==> config.mk <==
export PLATFORM = sky130hd
export DESIGN_NAME = status_interrupt_unit
export DESIGN_NICKNAME = d
export VERILOG_FILES = /design/src/rtl/status_interrupt_unit.sv
export SDC_FILE = /design/constraint.sdc
export NUM_CORES = 1
export LEC_CHECK = 0
export CAP_MARGIN = 5
export CORE_ASPECT_RATIO = 2
export CORE_MARGIN = 5
export CORE_UTILIZATION = 30
export CTS_CLUSTER_SIZE = 14
export DETAILED_ROUTE_END_ITERATION = 10
export PLACE_DENSITY = 0.84
export SYNTH_ARGS = -nofsm -noshare
export SYNTH_HDL_FRONTEND = slang
export SYNTH_SLANG_ARGS = --single-unit
==> constraint.sdc <==
create_clock -name clk -period 1.4 [get_ports clk]
set_input_delay 0.14 -clock clk [delete_from_list [all_inputs] [get_ports clk]]
set_output_delay 0.14 -clock clk [all_outputs]
set_load 0.02 [all_outputs]
==> src/rtl/status_interrupt_unit.sv <==
// Processor status register P with flag commit, IRQ/NMI synchronisation and the interrupt request handshake.
// Optional WAI stall support is compiled in when STATUS_WAI_EN is defined.
module status_interrupt_unit #(
  parameter int          SYNC_STAGES = 2,
  parameter logic [7:0]  RESET_P     = 8'h34,
  parameter logic [15:0] NMI_VECTOR  = 16'hFFFA,
  parameter logic [15:0] IRQ_VECTOR  = 16'hFFFE
) (
  input  logic        clk,
  input  logic        rst_n,
  input  logic [7:0]  flags_out,
  input  logic [7:0]  flags_ena,
  input  logic        flags_wr,
  input  logic        p_load,
  input  logic [7:0]  p_load_data,
  input  logic        push_b,
  input  logic        instr_done,
  input  logic        int_ack,
  input  logic        irq_n,
  input  logic        nmi_n,
  input  logic        wai_req,
  output logic [7:0]  flags_in,
  output logic [7:0]  p_push,
  output logic        int_req,
  output logic        int_is_nmi,
  output logic [15:0] int_vector,
  output logic        wai_halt
);

`ifdef STATUS_WAI_EN
  typedef enum logic [1:0] {IDLE, REQ, SVC, WAIT} state_t;
`else
  typedef enum logic [1:0] {IDLE, REQ, SVC} state_t;
`endif

  state_t state_q, state_nxt;

  logic [7:0]             p_q, p_nxt;
  logic [SYNC_STAGES-1:0] irq_sync, nmi_sync;
  logic                   irq_s, nmi_s, nmi_s_d;
  logic                   nmi_fall, nmi_latch_q;
  logic                   i_eff_q, irq_pend;
  logic                   int_is_nmi_q, nmi_sel_nxt;
  logic                   ack_req;

`ifndef STATUS_WAI_EN
  logic unused_wai_req;
  assign unused_wai_req = wai_req;
`endif

  assign irq_s    = irq_sync[SYNC_STAGES-1];
  assign nmi_s    = nmi_sync[SYNC_STAGES-1];
  assign nmi_fall = nmi_s_d & ~nmi_s;
  assign irq_pend = ~irq_s & ~i_eff_q;
  assign ack_req  = (state_q == REQ) & int_ack;

  // Bits 5 and 4 are held at 1 so the register reads back exactly as flags_in.
  always_comb begin
    p_nxt = p_q;
    if (flags_wr) p_nxt = (p_q & ~flags_ena) | (flags_out & flags_ena);
    if (p_load)   p_nxt = p_load_data;
    if (ack_req)  p_nxt[2] = 1'b1;
    p_nxt[5:4] = 2'b11;
  end

  always_ff @(posedge clk or negedge rst_n) begin
    if (!rst_n) begin
      p_q          <= RESET_P | 8'h30;
      irq_sync     <= '1;
      nmi_sync     <= '1;
      nmi_s_d      <= 1'b1;
      nmi_latch_q  <= 1'b0;
      i_eff_q      <= 1'b1;
      int_is_nmi_q <= 1'b0;
    end else begin
      p_q          <= p_nxt;
      irq_sync     <= {irq_sync[SYNC_STAGES-2:0], irq_n};
      nmi_sync     <= {nmi_sync[SYNC_STAGES-2:0], nmi_n};
      nmi_s_d      <= nmi_s;
      // A fresh edge coinciding with the NMI acknowledge keeps the latch set.
      nmi_latch_q  <= nmi_fall | (nmi_latch_q & ~(ack_req & int_is_nmi_q));
      if (instr_done) i_eff_q <= p_q[2];
      int_is_nmi_q <= nmi_sel_nxt;
    end
  end

  always_ff @(posedge clk or negedge rst_n) begin
    if (!rst_n) state_q <= IDLE;
    else        state_q <= state_nxt;
  end

  always_comb begin
    state_nxt   = state_q;
    nmi_sel_nxt = int_is_nmi_q;
    case (state_q)
      IDLE: begin
        if (instr_done && (nmi_latch_q || irq_pend)) begin
          state_nxt   = REQ;
          nmi_sel_nxt = nmi_latch_q;
        end
`ifdef STATUS_WAI_EN
        else if (wai_req) begin
          state_nxt = WAIT;
        end
`endif
      end
      REQ: begin
        if (int_ack) state_nxt = SVC;
      end
      SVC: begin
        if (instr_done) state_nxt = IDLE;
      end
`ifdef STATUS_WAI_EN
      // Any asserted interrupt line wakes the core; only unmasked ones vector.
      WAIT: begin
        if (nmi_latch_q || !irq_s) begin
          if (nmi_latch_q || irq_pend) begin
            state_nxt   = REQ;
            nmi_sel_nxt = nmi_latch_q;
          end else begin
            state_nxt = IDLE;
          end
        end
      end
`endif
      default: state_nxt = IDLE;
    endcase
  end

  assign flags_in   = p_q;
  assign p_push     = {p_q[7:6], 1'b1, push_b, p_q[3:0]};
  assign int_req    = (state_q == REQ);
  assign int_is_nmi = int_is_nmi_q;
  assign int_vector = int_is_nmi_q ? NMI_VECTOR : IRQ_VECTOR;
`ifdef STATUS_WAI_EN
  assign wai_halt   = (state_q == WAIT);
`else
  assign wai_halt   = 1'b0;
`endif

endmodule

# == Yosys cells after proc, flatten, opt, wreduce, memory -nomap -nowiden ==
# Index checks and enable logic that the tools add are counted.
# totals
ff_bits,16
latchBits,0
ram_bits,0
rom_bits,0
input_bits,34
out_inout_bits,35
wordCells,43
n_memories,0
# op_classes
add_sub_neg,0
n_mul,0
div,0
magnitude_cmp,0
n_eq_ne,5
shift,0
mux,8
n_bitwise,14
reduce_logical,7
# ops
op,count
$and A8 B8 Y8,2
$mux W8,2
$not A8 Y8,1
$or A8 B8 Y8,1
$mux W2,3
$ne A2 B2 Y1 const B,3
$pmux W2 S3,1
$and A1 B1 Y1,5
$not A1 Y1,4
$mux W3,1
$reduce_and A3 Y1,1
$reduce_bool A3 Y1,1
$eq A2 B1 Y1 const B,1
$eq A2 B2 Y1 const B,1
$logic_not A2 Y1,1
$reduce_and A2 Y1,1
$reduce_bool A2 Y1,1
$logic_and A1 B1 Y1,1
$logic_or A1 B1 Y1,1
$mux W1,1
$or A1 B1 Y1,1

# == Logic depth before layout (Yosys ltp) ==
# depth
word_depth,6
mapped_depth,3

# == Worst setup path before layout ==
# Ideal clock, no wire load.
# synth_path
kind,reg-to-reg
startpoint,register i_eff_q
endpoint,"register int_is_nmi_q, in the netlist int_is_nmi"
setup_ns,0.125
arrival_ns,1.002
slack_ns,0.273
path_stages_with_launch,4
n_path_buf,0
period_less_slack_ns,1.127
cell_sequence,dfstp_2 > nor2_1 > o211ai_2 > mux2_4
# synth_via
elab_chain_cells,5
# synth_lines
item,line_no,source
from (decl),42,"logic i_eff_q, irq_pend;"
from (signal assigned),82,if (instr_done) i_eff_q <= p_q[2];
$not A1 Y1,54,assign irq_pend = ~irq_s & ~i_eff_q;
$and A1 B1 Y1,54,
$logic_or A1 B1 Y1,97,if (instr_done && (nmi_latch_q || irq_pend)) begin
$logic_and A1 B1 Y1,97,
$reduce_and A2 Y1 (no line),--,
to (signal assigned),83,int_is_nmi_q <= nmi_sel_nxt;
to (decl),43,"logic int_is_nmi_q, nmi_sel_nxt;"
# No other way between the ends.
# A chain may end at the register's enable or synchronous reset.

# == Worst setup path in the final report ==
# layout_path
startpoint,"register p_q[3], in the netlist flags_in[3]"
endpoint,output flags_in[3]
# layout_lines
item,line_no,source
from (decl),38,"logic [7:0] p_q, p_nxt;"
from (signal assigned),68,p_q <= RESET_P | 8'h30;
from (signal assigned),76,p_q <= p_nxt;
to (decl),22,"output logic [7:0] flags_in,"
# No word-level cell between the ends.

==> impl_metrics.ini <==
[global_routing]
grt_max_degree = 17
grt_pass1_wl_microns = 2660
gr-total-overflow = 0
grt_use_total_pct = 9.11
antenna_found_initial = 0
grt_pass1_vias = 630

[power_and_ir_drop]
power_leakage_nw = 0.655
ir_worst_vdd_v = 0.000588
p_per_area_nw_per_um2 = 1280

[timing]
fin_skew_ns = 0.00181
setup_viol = 0
period_minus_slack_ns = 1.37
clock.fmax_ghz = 0.729
hold_viol_final = 0
fin_setup_tns_ns = 0
drv_slew = 0
min_period_over_period_pct = 98.0
rsz0062_at_grt = no

[critical_path]
cp_top_family = buffers and inverters
critPathBufInv = 1
path_cells = clkdlybuf4s50_1
worst-r2r-setup-slack_ns = 0.21
ff2ff_path_depth = 3
r2r-start = i_eff_q
timing.rr.end = int_is_nmi
cp.arrival_ns = 1.23
cpPeakStageDelay_ns = 0.62
path_max_fanout = 3
cp-start-kind = flip-flop
path_class = flip-flop to output port
endpoint_kind = output port
cp_slowest_cell = clkdlybuf4s50_1
critPathRequiredTime_ns = 1.26

[place]
portBuffers = 40
post_dp_cell_area_sq_um = 1160
place_congestion = 0.651
dp_hpwl_microns = 1570

[clocking]
cts_tree = done
hold_buffers = 0
cts_buffers = 3
clkTransAtPathRegs_ns = 0.06
cts-htree-levels = 1
clockRootBuffer = clkbuf_8
cts_resized = 5
worstSkewPairLatency_ns = 0.24
clock_sinks = 16
clockBufferDepth = 2
cts_setup_buffers = 0

[drt]
drt_iter0_markers = 3
drtPass1Iterations = 2
viasPerCell = 4.17
via_count = 621
postRouteWirelength_microns = 1870
wl_per_cell_microns = 12.5
drc = 0
drtAntennaViolNets = 0

[logic_synthesis]
yosysSeqAreaShare_pct = 47.9
syn_area_per_cell_sq_um = 10.0
netlist_area_sq_um = 853
synth_cell_types = 17
ys_ff_latch = 16
synthesis.instances = 85
yosysWarningCount = 0

[finish]
layout.nets = 155
stdcell_area_sq_um = 1220
final_common_cell = clkdlybuf4s50_1
areaGrowthSynthToFinish_pct = 43.5
most-common-layout-cells = clkdlybuf4s50_1 (28), conb_1 (19), nand2_1 (14), dfrtp_1 (9), o21ai_0 (8)
diodes = 0
drive_gt1_share_pct = 14.2

[flow_run]
maxCapViolCount = 0

[floorplanning]
coreArea_sq_um = 2740
die_w_microns = 47.7
rows = 27
num_io_pins = 69
dieArea_sq_um = 4080
die_y_microns = 85.4
floorplan.initialDensity_pct = 31.2

[min_path]
hp-class = primary input to asynchronous set/reset pin

[outcome]
status = completed
==> area by class of cell <==
| class | count | area [sq um] |
|---|---|---|
| fillers | 264 | 1510 |
| flip-flops and latches | 16 | 409 |
| inverters | 3 | 11.3 |
| repair buffers | 41 | 415 |
| well taps | 29 | 36.3 |
| clock buffers | 4 | 55.1 |
| multi-input cells | 56 | 298 |
==> metal layers <==
layer  track usage (%)  wire length (microns)  vias up
met5                 0                      0        -
met4              4.41                     13        0
li1                  -                      -      296
met2              17.0                   1020       39
met3              2.97                    224        2
met1              7.59                    608      284
==> stage by stage <==
step	total power [mW]	hold slack, ns	setup WS, ns	instances	utilization (%)
2_1_floorplan	1.02	-0.156	0.273	102	-
3_3_place_gp	1.20	0.280	0.0915	145	42.5
3_5_place_dp	1.23	0.280	0.0378	145	42.5
4_1_cts	1.60	0.219	0.00426	149	44.3
5_1_grt	1.67	0.225	0.000285	149	44.8
6_report	1.57	0.216	0.0285	149	44.8
==> Yosys cell counts <==
cell | n | area share (%)
buf_4 | 26 | 23
clkbuf_1 | 1 | 0.44
conb_1 | 2 | 0.88
dfrtp_1 | 9 | 26
dfstp_2 | 7 | 22
inv_1 | 3 | 1.3
mux2_2 | 1 | 1.3
mux2_4 | 1 | 1.8
mux2i_1 | 6 | 7.0
nand2_1 | 14 | 6.2
nand2b_1 | 1 | 0.73
nand3b_1 | 1 | 0.88
nor2_1 | 2 | 0.88
nor2_2 | 1 | 0.73
o211ai_1 | 1 | 0.88
o211ai_2 | 1 | 1.5
o21ai_0 | 8 | 4.7
==> sequential cells by signal, summed over array words and instances, names as in the netlist <==
register / count
i_eff_q: 1
nmi_sync: 2
flags_in: 6
state_q: 2
irq_sync: 2
nmi_s_d: 1
int_is_nmi: 1
nmi_latch_q: 1
==> cells by family after synthesis <==
family,after synthesis,share of synthesized area (%)
compound gates,10,7.04
buf+inv,30,24.6
flops,16,47.9
mux,8,10.1
other cells,2,0.880
simple gates,19,9.39
==> power breakdown <==
part           total [mW]  switching (mW)  internal (mW)
clock network       0.396           0.148          0.249
registers           0.642          0.0725          0.569
logic               0.535           0.285          0.250
total                1.57           0.505           1.07
==> worst max path at each step <==
stage | start | endpoint | depth (start not counted)
2_1_floorplan | i_eff_q | int_is_nmi | 3
3_3_place_gp | state_q[1] | int_req | 3
3_5_place_dp | state_q[1] | int_req | 3
4_1_cts | flags_in[3] | p_push[3] | 1
5_1_grt | flags_in[3] | flags_in[3] | 1
6_report | flags_in[3] | flags_in[3] | 1
(Power assumes the default switching activity.)
